$ cat src/rtl/spi_master_pkg.sv
// Shared constants for the APB SPI master: register offsets, CTRL/STATUS bit
// positions and the shift-engine state encoding.
package spi_master_pkg;

    localparam logic [11:0] REG_CTRL   = 12'h000;
    localparam logic [11:0] REG_CLKDIV = 12'h004;
    localparam logic [11:0] REG_LEN    = 12'h008;
    localparam logic [11:0] REG_TXDATA = 12'h00C;
    localparam logic [11:0] REG_RXDATA = 12'h010;
    localparam logic [11:0] REG_STATUS = 12'h014;

    localparam int CTRL_EN_BIT      = 0;
    localparam int CTRL_OVF_CLR_BIT = 1;

    localparam int ST_BUSY_BIT     = 0;
    localparam int ST_TX_FULL_BIT  = 1;
    localparam int ST_TX_EMPTY_BIT = 2;
    localparam int ST_RX_EMPTY_BIT = 3;
    localparam int ST_OVF_BIT      = 4;
    localparam int ST_RX_LVL_LSB   = 8;

    typedef enum logic [2:0] {
        ST_IDLE = 3'd0,
        ST_LOAD = 3'd1,
        ST_LOW  = 3'd2,
        ST_HIGH = 3'd3,
        ST_DONE = 3'd4
    } spi_state_e;

    // LEN field value 0 encodes a full 32-bit word.
    function automatic logic [5:0] word_bits(input logic [4:0] len);
        return (len == 5'd0) ? 6'd32 : {1'b0, len};
    endfunction

endpackage

$ cat src/rtl/spi_master_fifo.sv
// Synchronous FIFO with wrap-bit pointers; head entry is readable combinationally.
module spi_master_fifo #(
    parameter int WIDTH = 32,
    parameter int DEPTH = 4
) (
    input  logic                     clk,
    input  logic                     rst,
    input  logic                     push,
    input  logic [WIDTH-1:0]         push_data,
    input  logic                     pop,
    output logic [WIDTH-1:0]         pop_data,
    output logic                     full,
    output logic                     empty,
    output logic [$clog2(DEPTH):0]   level
);

    localparam int AW = $clog2(DEPTH);

    logic [WIDTH-1:0] mem [DEPTH];
    logic [AW:0]      wr_ptr;
    logic [AW:0]      rd_ptr;
    logic             push_ok;
    logic             pop_ok;

    // A push into a full FIFO is refused even when a pop happens the same cycle.
    assign push_ok = push && !full;
    assign pop_ok  = pop && !empty;

    always_ff @(posedge clk) begin
        if (rst) begin
            wr_ptr <= '0;
            rd_ptr <= '0;
        end else begin
            if (push_ok) wr_ptr <= wr_ptr + 1'b1;
            if (pop_ok)  rd_ptr <= rd_ptr + 1'b1;
        end
    end

    always_ff @(posedge clk) begin
        if (push_ok) mem[wr_ptr[AW-1:0]] <= push_data;
    end

    assign full     = (wr_ptr[AW] != rd_ptr[AW]) && (wr_ptr[AW-1:0] == rd_ptr[AW-1:0]);
    assign empty    = (wr_ptr == rd_ptr);
    assign level    = wr_ptr - rd_ptr;
    assign pop_data = mem[rd_ptr[AW-1:0]];

endmodule

$ cat src/rtl/apb_spi_master_lite.sv
// Mode-0, MSB-first SPI master with TX/RX FIFOs behind an APB slave register
// file; raises RX-word and queue-drained event pulses.
module apb_spi_master_lite
    import spi_master_pkg::*;
#(
    parameter int FIFO_DEPTH     = 4,
    parameter int APB_ADDR_WIDTH = 12
) (
    input  logic                      clk,
    input  logic                      rst,
    input  logic [APB_ADDR_WIDTH-1:0] PADDR,
    input  logic [31:0]               PWDATA,
    input  logic                      PWRITE,
    input  logic                      PSEL,
    input  logic                      PENABLE,
    output logic [31:0]               PRDATA,
    output logic                      PREADY,
    output logic                      PSLVERR,
    output logic                      spi_clk_o,
    output logic                      spi_csn_o,
    output logic                      spi_sdo_o,
    input  logic                      spi_sdi_i,
    output logic [1:0]                events_o
);

    localparam int LW = $clog2(FIFO_DEPTH) + 1;

    // Handshake: APB access completes in the cycle PSEL & PENABLE are high
    // (PREADY is tied 1); PSLVERR qualifies that same cycle and an erroring
    // access changes no state.

    logic        en;
    logic        ovf;
    logic [7:0]  clkdiv;
    logic [4:0]  len;

    logic        tx_push, tx_pop, tx_full, tx_empty;
    logic [31:0] tx_head;
    logic [LW-1:0] tx_level;
    logic        rx_push, rx_pop, rx_full, rx_empty;
    logic [31:0] rx_head;
    logic [LW-1:0] rx_level;

    spi_state_e  state, state_n;
    logic [7:0]  div_cnt;
    logic [7:0]  d_lat;
    logic [5:0]  bit_cnt;
    logic [31:0] tx_shreg;
    logic [31:0] rx_shreg;
    logic        ev_drain;

    logic        apb_access, apb_wr, apb_rd;
    logic [31:0] prdata_c;
    logic        err_c;
    logic [31:0] status;
    logic [5:0]  n_cfg;
    logic [31:0] load_word;
    logic        div_end;

    spi_master_fifo #(.WIDTH(32), .DEPTH(FIFO_DEPTH)) u_tx_fifo (
        .clk       (clk),
        .rst       (rst),
        .push      (tx_push),
        .push_data (PWDATA),
        .pop       (tx_pop),
        .pop_data  (tx_head),
        .full      (tx_full),
        .empty     (tx_empty),
        .level     (tx_level)
    );

    spi_master_fifo #(.WIDTH(32), .DEPTH(FIFO_DEPTH)) u_rx_fifo (
        .clk       (clk),
        .rst       (rst),
        .push      (rx_push),
        .push_data (rx_shreg),
        .pop       (rx_pop),
        .pop_data  (rx_head),
        .full      (rx_full),
        .empty     (rx_empty),
        .level     (rx_level)
    );

    assign apb_access = PSEL && PENABLE;
    assign apb_wr     = apb_access && PWRITE;
    assign apb_rd     = apb_access && !PWRITE;

    always_comb begin
        status = '0;
        status[ST_BUSY_BIT]     = (state != ST_IDLE);
        status[ST_TX_FULL_BIT]  = tx_full;
        status[ST_TX_EMPTY_BIT] = tx_empty;
        status[ST_RX_EMPTY_BIT] = rx_empty;
        status[ST_OVF_BIT]      = ovf;
        status = status | (32'(rx_level) << ST_RX_LVL_LSB);
    end

    // Read mux and error decode; the write-only TXDATA reads back as zero.
    always_comb begin
        prdata_c = '0;
        err_c    = 1'b0;
        case (PADDR)
            APB_ADDR_WIDTH'(REG_CTRL):   prdata_c = {31'b0, en};
            APB_ADDR_WIDTH'(REG_CLKDIV): prdata_c = {24'b0, clkdiv};
            APB_ADDR_WIDTH'(REG_LEN):    prdata_c = {27'b0, len};
            APB_ADDR_WIDTH'(REG_TXDATA): err_c = PWRITE && tx_full;
            APB_ADDR_WIDTH'(REG_RXDATA): begin
                err_c    = PWRITE || rx_empty;
                prdata_c = rx_empty ? 32'h0 : rx_head;
            end
            APB_ADDR_WIDTH'(REG_STATUS): begin
                err_c    = PWRITE;
                prdata_c = status;
            end
            default: err_c = 1'b1;
        endcase
    end

    assign PRDATA  = PSEL ? prdata_c : 32'h0;
    assign PREADY  = 1'b1;
    assign PSLVERR = apb_access && err_c;

    assign tx_push = apb_wr && (PADDR == APB_ADDR_WIDTH'(REG_TXDATA)) && !tx_full;
    assign rx_pop  = apb_rd && (PADDR == APB_ADDR_WIDTH'(REG_RXDATA)) && !rx_empty;

    always_ff @(posedge clk) begin
        if (rst) begin
            en     <= 1'b0;
            clkdiv <= 8'h00;
            len    <= 5'h00;
        end else if (apb_wr) begin
            if (PADDR == APB_ADDR_WIDTH'(REG_CTRL))   en     <= PWDATA[CTRL_EN_BIT];
            if (PADDR == APB_ADDR_WIDTH'(REG_CLKDIV)) clkdiv <= PWDATA[7:0];
            if (PADDR == APB_ADDR_WIDTH'(REG_LEN))    len    <= PWDATA[4:0];
        end
    end

    // Word is left-justified so the engine always shifts out of bit 31.
    assign n_cfg     = word_bits(len);
    assign load_word = tx_head << (6'd32 - n_cfg);
    assign div_end   = (div_cnt == d_lat);

    always_ff @(posedge clk) begin
        if (rst) state <= ST_IDLE;
        else     state <= state_n;
    end

    always_comb begin
        state_n = state;
        tx_pop  = 1'b0;
        rx_push = 1'b0;
        case (state)
            ST_IDLE: if (en && !tx_empty) state_n = ST_LOAD;
            ST_LOAD: begin
                tx_pop  = 1'b1;
                state_n = ST_LOW;
            end
            ST_LOW:  if (div_end) state_n = ST_HIGH;
            ST_HIGH: if (div_end) state_n = (bit_cnt == 6'd1) ? ST_DONE : ST_LOW;
            ST_DONE: begin
                rx_push = 1'b1;
                state_n = (en && !tx_empty) ? ST_LOAD : ST_IDLE;
            end
            default: state_n = ST_IDLE;
        endcase
    end

    always_ff @(posedge clk) begin
        if (rst) begin
            div_cnt  <= 8'h00;
            d_lat    <= 8'h00;
            bit_cnt  <= 6'd0;
            tx_shreg <= 32'h0;
            rx_shreg <= 32'h0;
            ovf      <= 1'b0;
            ev_drain <= 1'b0;
        end else begin
            if ((state == ST_LOW || state == ST_HIGH) && state_n == state)
                div_cnt <= div_cnt + 8'd1;
            else
                div_cnt <= 8'h00;

            if (state == ST_LOAD) begin
                tx_shreg <= load_word;
                bit_cnt  <= n_cfg;
                d_lat    <= clkdiv;
                rx_shreg <= 32'h0;
            end

            // MISO is captured on the first cycle of the high phase.
            if (state == ST_HIGH) begin
                if (div_cnt == 8'h00) rx_shreg <= {rx_shreg[30:0], spi_sdi_i};
                if (div_end) begin
                    bit_cnt <= bit_cnt - 6'd1;
                    if (bit_cnt != 6'd1) tx_shreg <= tx_shreg << 1;
                end
            end

            if (apb_wr && PADDR == APB_ADDR_WIDTH'(REG_CTRL) && PWDATA[CTRL_OVF_CLR_BIT])
                ovf <= 1'b0;
            if (state == ST_DONE && rx_full)
                ovf <= 1'b1;

            ev_drain <= (state == ST_DONE) && (state_n == ST_IDLE);
        end
    end

    always_comb begin
        case (state)
            ST_IDLE: spi_sdo_o = 1'b0;
            ST_LOAD: spi_sdo_o = load_word[31];
            default: spi_sdo_o = tx_shreg[31];
        endcase
    end

    assign spi_csn_o   = (state == ST_IDLE);
    assign spi_clk_o   = (state == ST_HIGH);
    assign events_o[0] = (state == ST_DONE) && !rx_full;
    assign events_o[1] = ev_drain;

endmodule

$ cat config.mk
export PLATFORM = sky130hd
export DESIGN_NAME = apb_spi_master_lite
export DESIGN_NICKNAME = d
export VERILOG_FILES = /design/src/rtl/spi_master_pkg.sv /design/src/rtl/spi_master_fifo.sv /design/src/rtl/apb_spi_master_lite.sv
export SDC_FILE = /design/constraint.sdc
export NUM_CORES = 1
export LEC_CHECK = 0
export CELL_PAD_IN_SITES_DETAIL_PLACEMENT = 1
export CELL_PAD_IN_SITES_GLOBAL_PLACEMENT = 1
export CORE_MARGIN = 10
export CORE_UTILIZATION = 50
export DETAILED_ROUTE_END_ITERATION = 10
export PLACE_DENSITY = 0.81
export SYNTH_ARGS = -nofsm -noshare
export SYNTH_HDL_FRONTEND = slang
export SYNTH_SLANG_ARGS = --single-unit
$ cat constraint.sdc
create_clock -name clk -period 4.99 [get_ports clk]
set_input_delay 0.7485 -clock clk [delete_from_list [all_inputs] [get_ports clk]]
set_output_delay 0.7485 -clock clk [all_outputs]
set_load 0.05 [all_outputs]
; ---- Word level (Yosys, flattened, before mapping)
; Memory sizes are Yosys's and may differ from the RTL's. A register that Yosys moved wholly into a read port is not among the register bits.
; Index checks and enable logic that the tools add are counted.
[word_totals]
elab_cells = 122
ram_bits = 256
out_inout_bits = 39
input_bits = 50
regBits = 117
n_memories = 2
[memory_table]
columns = memory, depth, word_bits, rd, rd_clocked_by_memory_dff, wr, line_no
row1 = u_rx_fifo.mem, 4, 32, 1, 1, 1, spi_master_fifo.sv:19  ; logic [WIDTH-1:0] mem [DEPTH];
row2 = u_tx_fifo.mem, 4, 32, 1, 1, 1, spi_master_fifo.sv:19
[op_classes]
n_reduce_logical = 41
shifts = 1
n_bitwise = 2
muxes = 34
addsub = 8
n_eq_ne = 19
[op_table]
columns = op, n
row1 = two-way mux 32 bit, 9
row2 = case mux 32 bit (5 select lines), 1
row3 = << shifter 32 x 6 -> 32 bit, 1
row4 = == test 12 x 4 -> 1 bit (second input constant), 2
row5 = == test 12 x 5 -> 1 bit (second input constant), 2
row6 = two-way mux 6 bit, 4
row7 = logical AND 1 bit, 22
row8 = case mux 3 bit (5 select lines), 1
row9 = adder 3 x 1 -> 3 bit (second input constant), 4
row10 = == test 12 x 3 -> 1 bit (second input constant), 1
row11 = zero test 12 bit, 1
row12 = two-way mux 3 bit, 4
row13 = OR 5 x 11 -> 11 bit, 1
row14 = == test 3 bit, 3
row15 = two-way mux 1 bit, 9
row16 = adder 8 x 1 -> 8 bit (second input constant), 1
row17 = == test 8 bit, 1
row18 = zero test 8 bit, 1
row19 = two-way mux 2 bit, 4
row20 = == test 3 x 2 -> 1 bit (second input constant), 2
row21 = == test 6 x 1 -> 1 bit (second input constant), 1
row22 = zero test 3 bit, 2
row23 = inequality test 6 x 1 -> 1 bit (second input constant), 1
row24 = AND reduction 2 bit, 3
row25 = 17 further kinds, 24

; ---- Logic depth before layout (Yosys ltp)
[logic_depth]
word_depth = 9
ltp_mapped = 14
mapped_depth_nobuf = 9

; ---- Cells and area by module
; Synthesis repeated with hierarchy kept, for this count alone.
[unflattened]
hier_cells = 1293
area_unflattened_um2 = 17011.3
[modules_own_cells]
columns = module, n_inst, seq_area_each_um2, cells_each, area_each_um2
row1 = spi_master_fifo, 2, 4003.8, 233, 5222.5
row2 = apb_spi_master_lite, 1, 2102.0, 827, 6566.3

; ---- Worst setup path before layout
; Ideal clock, no wire load.
[synth_timing]
path_kind = register -> output
startpoint = reg len[0]
endpoint = out spi_sdo_o
stages_incl_launch_ff = 15
arrival_ps = 3742
slack_ps = 500
path_cell_list = dfxtp_1 inv_1 clkbuf_1 ha_1 buf_2 or4b_1 buf_6 nand2_8 buf_12 buf_12 mux2i_1 a21oi_1 mux2i_1 a21o_1 o21ai_0
[synth_via]
elab_chain_len = 5
[synth_rtl]
columns = element, line_no
row1 = start: declaration, apb_spi_master_lite.sv:35  ; logic [4:0] len;
row2 = start signal: assignment, apb_spi_master_lite.sv:134  ; if (PADDR == APB_ADDR_WIDTH'(REG_LEN)) len <= PWDATA[4:0];
row3 = zero test 5 bit, spi_master_pkg.sv:32  ; return (len == 5'd0) ? 6'd32 : {1'b0, len};
row4 = two-way mux 6 bit *, spi_master_pkg.sv:32
row5 = subtractor 6 bit *, apb_spi_master_lite.sv:140  ; assign load_word = tx_head << (6'd32 - n_cfg);
row6 = << shifter 32 x 6 -> 32 bit *, apb_spi_master_lite.sv:140
row7 = case mux 1 bit (2 select lines) *, apb_spi_master_lite.sv:209  ; case (state)
row8 = end: declaration, apb_spi_master_lite.sv:21  ; output logic spi_sdo_o,
; Every way passes the cells marked *; elsewhere a longest branch is shown, timed or not.

; ---- Worst setup path after layout
; Same ends and word-level chain as after synthesis.

==> Implementation_results.wiki <==
{| class="wikitable"
! Metric !! Value
|-
| Run status || finished clean
|-
| Net Switching || 1.36 mW
|-
| Final instance count without filler cells || 1813
|-
| 1st-iter DRT viols || 977
|-
| Cell types occupying the most area after synthesis || sky130_fd_sc_hd__edfxtp_1 (46%), sky130_fd_sc_hd__dfxtp_1 (14%), sky130_fd_sc_hd__mux4_2 (8.9%)
|-
| Top flip-flop cell by instance count after synthesis || sky130_fd_sc_hd__edfxtp_1
|-
| Rows || 67
|-
| Sinks on the clock net || 377
|-
| Ratio of cells with drive above 1 in the final layout || 16.2%
|-
| Cell type contributing the most total cell area after synthesis || sky130_fd_sc_hd__edfxtp_1
|-
| Switching fraction of total power || 21.0%
|-
| Data arrival time at the worst-slack endpoint || 4.02 ns
|-
| Share of the core filled with cells || 58.8%
|-
| Number of I/O pins || 89
|-
| First-pass GRT wire length || 74.9 mm
|-
| Critical-path maximum fanout || 30
|-
| Global-route congestion overflow total || 0
|-
| Critical path class || flop to output pin
|-
| Number of synthesized register bits || 377
|-
| Fraction of synthesized cell area taken by the top area cell type || 45.8%
|-
| Mean instance size in the synthesized netlist || 13.2 um2
|-
| Shortest clock period the worst path allows after layout || 4.77 ns
|-
| Port bufs || 87
|-
| Normalized max-slew margin || 29.5%
|-
| Syn Inst Count || 1268
|-
| Die H || 203 um
|-
| Clock root cell || sky130_fd_sc_hd__clkbuf_16
|-
| Hold slack final || 0.474 ns
|-
| Horizontal extent of the die || 203 um
|-
| Instance count after placement with tap cells included || 1740
|-
| Detailed Route WL || 47.9 mm
|-
| Logic gate share of total power || 1.4%
|-
| Sequential share of power || 51.2%
|-
| Worst slew pin tran || 1.05 ns
|-
| Number of distinct library cells after synthesis || 72
|-
| Half-perimeter wire length after placement || 30.0 mm
|-
| Die area || 41300 um2
|-
| Hold Buf Count CTS || 0
|-
| Crit path capture type || output pin
|-
| Final weighted congestion in routability-driven placement || 0.892
|-
| Number of clock buffers inserted by TritonCTS || 40
|-
| Setup Viol. Count Final || 0
|-
| Final count of hold timing violations || 0
|-
| Origin of the critical flop-to-flop path || len[0]$_SDFFE_PP0P_
|-
| Share of synthesized registers carrying an async set or reset || 0%
|-
| Pin count of the biggest net entering global routing || 76
|-
| Clock group share of total power || 47.3%
|-
| Worst IR Drop VDD || 0.000318 V
|-
| Number of fillers in the final layout || 3247
|-
| Clk pin slew, worst setup/hold paths || 0.06 ns
|-
| Share of the clock period used by the worst path after layout || 95.6%
|-
| Start point of the worst min-delay path || d_lat[1]$_SDFFE_PP0N_
|-
| Number of max-cap violations || 0
|-
| Synth-to-Final Area Change || 16.8%
|-
| Peak clock frequency supported by timing || 210 MHz
|-
| Initial Utilization || 50.3%
|-
| Number of design rule violations left after detail routing || 0
|-
| Capture instance of the worst register-to-register path || tx_shreg[12]$_SDFF_PP0_
|-
| Kind of launch point of the worst setup path || flop
|-
| Number of global-route vias before repair || 12306
|-
| Average routed wire per standard cell || 26.4 um
|-
| Synth Warn # || 0
|-
| Pins Over Slew Limit || 0
|-
| Clock latency at the later pin of the worst-skew pair || 0.57 ns
|-
| Register area share after synthesis || 60.2%
|-
| Clk_skew || 0.0327 ns
|-
| Maximum root-to-sink buffer count || 3
|-
| Count of instances resized after the clock tree is built || 0
|-
| TritonRoute pass-1 iters || 5
|-
| Initial antenna violation count || 3
|-
| Post-CTS setup buffer count || 0
|-
| Net count of the finished layout || 1402
|-
| Leakage dissipation || 6.58 nW
|-
| EDFF count, synth || 256
|-
| Internal power contribution || 5.10 mW
|-
| Number of routed nets with antenna violations || 0
|-
| Reg2reg setup slack || 1.27 ns
|-
| Setup Total Neg Slack || 0 ns
|-
| Synthesized Nets || 1336
|-
| Classification of the worst-slack hold path || flop to flop
|-
| GRT Util Overall || 23.2%
|-
| Number of cells traversed by the worst register-to-register path || 10
|-
| Setup repair after global routing missed its margin || no
|-
| First element of the critical path || len[0]$_SDFFE_PP0P_
|-
| Total power divided by cell area || 330 nW/um2
|-
| Number of levels the H-tree was split into || 2
|-
| Worst EP required || 4.24 ns
|-
| Via total after detailed routing || 11417
|-
| Capture point of the worst path || spi_sdo_o
|-
| TritonCTS clock tree || yes
|-
| Cell area after technology mapping || 16800 um2
|-
| Area of the placeable core || 33400 um2
|-
| Detailed-route vias per instance || 6.30
|}
==> worst max-delay path, stage by stage, from the launching register on <==
cell and delay [ns]:
sky130_fd_sc_hd__dfxtp_1 0.31, sky130_fd_sc_hd__inv_1 0.06, sky130_fd_sc_hd__buf_4 0.22, sky130_fd_sc_hd__ha_1 0.44, sky130_fd_sc_hd__or4b_1 0.60, sky130_fd_sc_hd__nand2_8 0.28, sky130_fd_sc_hd__mux4_2 0.60, sky130_fd_sc_hd__mux2_2 0.33
sky130_fd_sc_hd__nor2_1 0.10, sky130_fd_sc_hd__a21o_1 0.15, sky130_fd_sc_hd__o21ai_0 0.17, sky130_fd_sc_hd__buf_12 0.20
==> routing by layer <==
metal / up-vias / share of wire (%) / track usage (%)
li1: 5020 / - / -
met1: 5905 / 40 / 28.5
met2: 391 / 52 / 40.2
met3: 97 / 6.1 / 4.89
met4: 4 / 2.4 / 6.87
met5: - / 0.056 / 0
==> power groups by stage <==
stage               clock network (mW)  registers, mW  logic [mW]
floorplan                            0           3.38      0.0238
CTS                               3.09           3.31      0.0908
detailed placement                   0           3.38      0.0898
finish                            3.06           3.31      0.0915
global route                      3.23           3.31      0.0965
global placement                     0           3.38      0.0866
==> final cells by class <==
class	count	area (um2)	area share [%]
repair buffers	117	1340	6.81
flip-flops and latches	377	10100	51.6
well taps	448	561	2.86
clock buffers	45	1020	5.20
inverters	17	63.8	0.325
diodes	1	2.50	0.0128
multi-input cells	781	6200	31.6
clock inverters	27	319	1.63
==> cells in the final DEF, fill, tap and decap left out, types with 6 or more instances in the layout <==
cell / count
sky130_fd_sc_hd__a211oi_1: 12
sky130_fd_sc_hd__a21oi_1: 66
sky130_fd_sc_hd__a221o_1: 7
sky130_fd_sc_hd__a221oi_1: 15
sky130_fd_sc_hd__a22oi_1: 11
sky130_fd_sc_hd__a311oi_1: 6
sky130_fd_sc_hd__a32oi_1: 6
sky130_fd_sc_hd__and2_1: 9
sky130_fd_sc_hd__and3_1: 34
sky130_fd_sc_hd__buf_12: 26
sky130_fd_sc_hd__buf_4: 38
sky130_fd_sc_hd__clkbuf_16: 40
sky130_fd_sc_hd__clkdlybuf4s50_1: 53
sky130_fd_sc_hd__clkinv_1: 8
sky130_fd_sc_hd__clkinv_2: 7
sky130_fd_sc_hd__dfxtp_1: 119
sky130_fd_sc_hd__edfxtp_1: 256
sky130_fd_sc_hd__ha_1: 17
sky130_fd_sc_hd__inv_1: 15
sky130_fd_sc_hd__mux2_2: 8
sky130_fd_sc_hd__mux2i_1: 39
sky130_fd_sc_hd__mux4_1: 14
sky130_fd_sc_hd__mux4_2: 66
sky130_fd_sc_hd__nand2_1: 102
sky130_fd_sc_hd__nand3_1: 61
sky130_fd_sc_hd__nand4_1: 18
sky130_fd_sc_hd__nor2_1: 105
sky130_fd_sc_hd__nor3_1: 24
sky130_fd_sc_hd__o211ai_1: 20
sky130_fd_sc_hd__o21ai_0: 31
sky130_fd_sc_hd__or3_1: 7
sky130_fd_sc_hd__xnor2_1: 17
sky130_fd_sc_hd__xor2_1: 11
==> synth_stat cells (14+ instances only) <==
| cell | instances |
|---|---|
| sky130_fd_sc_hd__a21oi_1 | 66 |
| sky130_fd_sc_hd__a221oi_1 | 15 |
| sky130_fd_sc_hd__and3_1 | 35 |
| sky130_fd_sc_hd__clkbuf_1 | 64 |
| sky130_fd_sc_hd__dfxtp_1 | 121 |
| sky130_fd_sc_hd__edfxtp_1 | 256 |
| sky130_fd_sc_hd__ha_1 | 17 |
| sky130_fd_sc_hd__inv_1 | 15 |
| sky130_fd_sc_hd__mux2i_1 | 39 |
| sky130_fd_sc_hd__mux4_1 | 14 |
| sky130_fd_sc_hd__mux4_2 | 66 |
| sky130_fd_sc_hd__nand2_1 | 103 |
| sky130_fd_sc_hd__nand3_1 | 62 |
| sky130_fd_sc_hd__nand4_1 | 18 |
| sky130_fd_sc_hd__nor2_1 | 105 |
| sky130_fd_sc_hd__nor3_1 | 25 |
| sky130_fd_sc_hd__o211ai_1 | 20 |
| sky130_fd_sc_hd__o21ai_0 | 31 |
| sky130_fd_sc_hd__xnor2_1 | 18 |
==> metrics by stage <==
step | worst slack [ns] | instance area, um2 | total power [mW]
after floorplan | 0.500 | 16800 | 3.40
after global placement | 0.746 | 18300 | 3.47
after detailed placement | 0.608 | 18300 | 3.47
after CTS | 0.238 | 19600 | 6.49
after global routing | 0.0199 | 19600 | 6.64
final | 0.222 | 19600 | 6.46
==> logic make-up (layout without fill, tap and decap cells) <==
kind of cell               count (synthesis)  count (layout)  synth area share (%)
adders and majority gates                 18              18                  1.39
buffers and inverters                    110             206                  3.09
xor gates and xnor gates                  30              30                  1.56
DFF                                      377             377                  60.2
muxes                                    128             128                  14.0
AOI/OAI and AO/OA                        210             210                  8.46
and+or+nand+nor                          394             394                  11.3
other                                      1               2                0.0223
==> sequential cells by signal, summed over array words and instances, names as in the netlist, 3 cells and up, named ones only <==
register	count
u_rx_fifo.mem	128
u_tx_fifo.mem	128
rx_shreg	32
tx_shreg	32
clkdiv	8
d_lat	8
div_cnt	8
bit_cnt	6
len	5
state	3
u_rx_fifo.rd_ptr	3
u_rx_fifo.wr_ptr	3
u_tx_fifo.rd_ptr	3
u_tx_fifo.wr_ptr	3
==> worst min-delay path by stage <==
stage                                 end  slack (ns)  cells after the start
floorplan           d_lat[0]$_SDFFE_PP0N_        0.44                      2
global placement    d_lat[7]$_SDFFE_PP0N_        0.46                      2
detailed placement  d_lat[2]$_SDFFE_PP0N_        0.46                      2
CTS                 d_lat[2]$_SDFFE_PP0N_        0.47                      2
global route        d_lat[1]$_SDFFE_PP0N_        0.49                      2
finish              d_lat[1]$_SDFFE_PP0N_        0.47                      2
(Power assumes the default switching activity.)
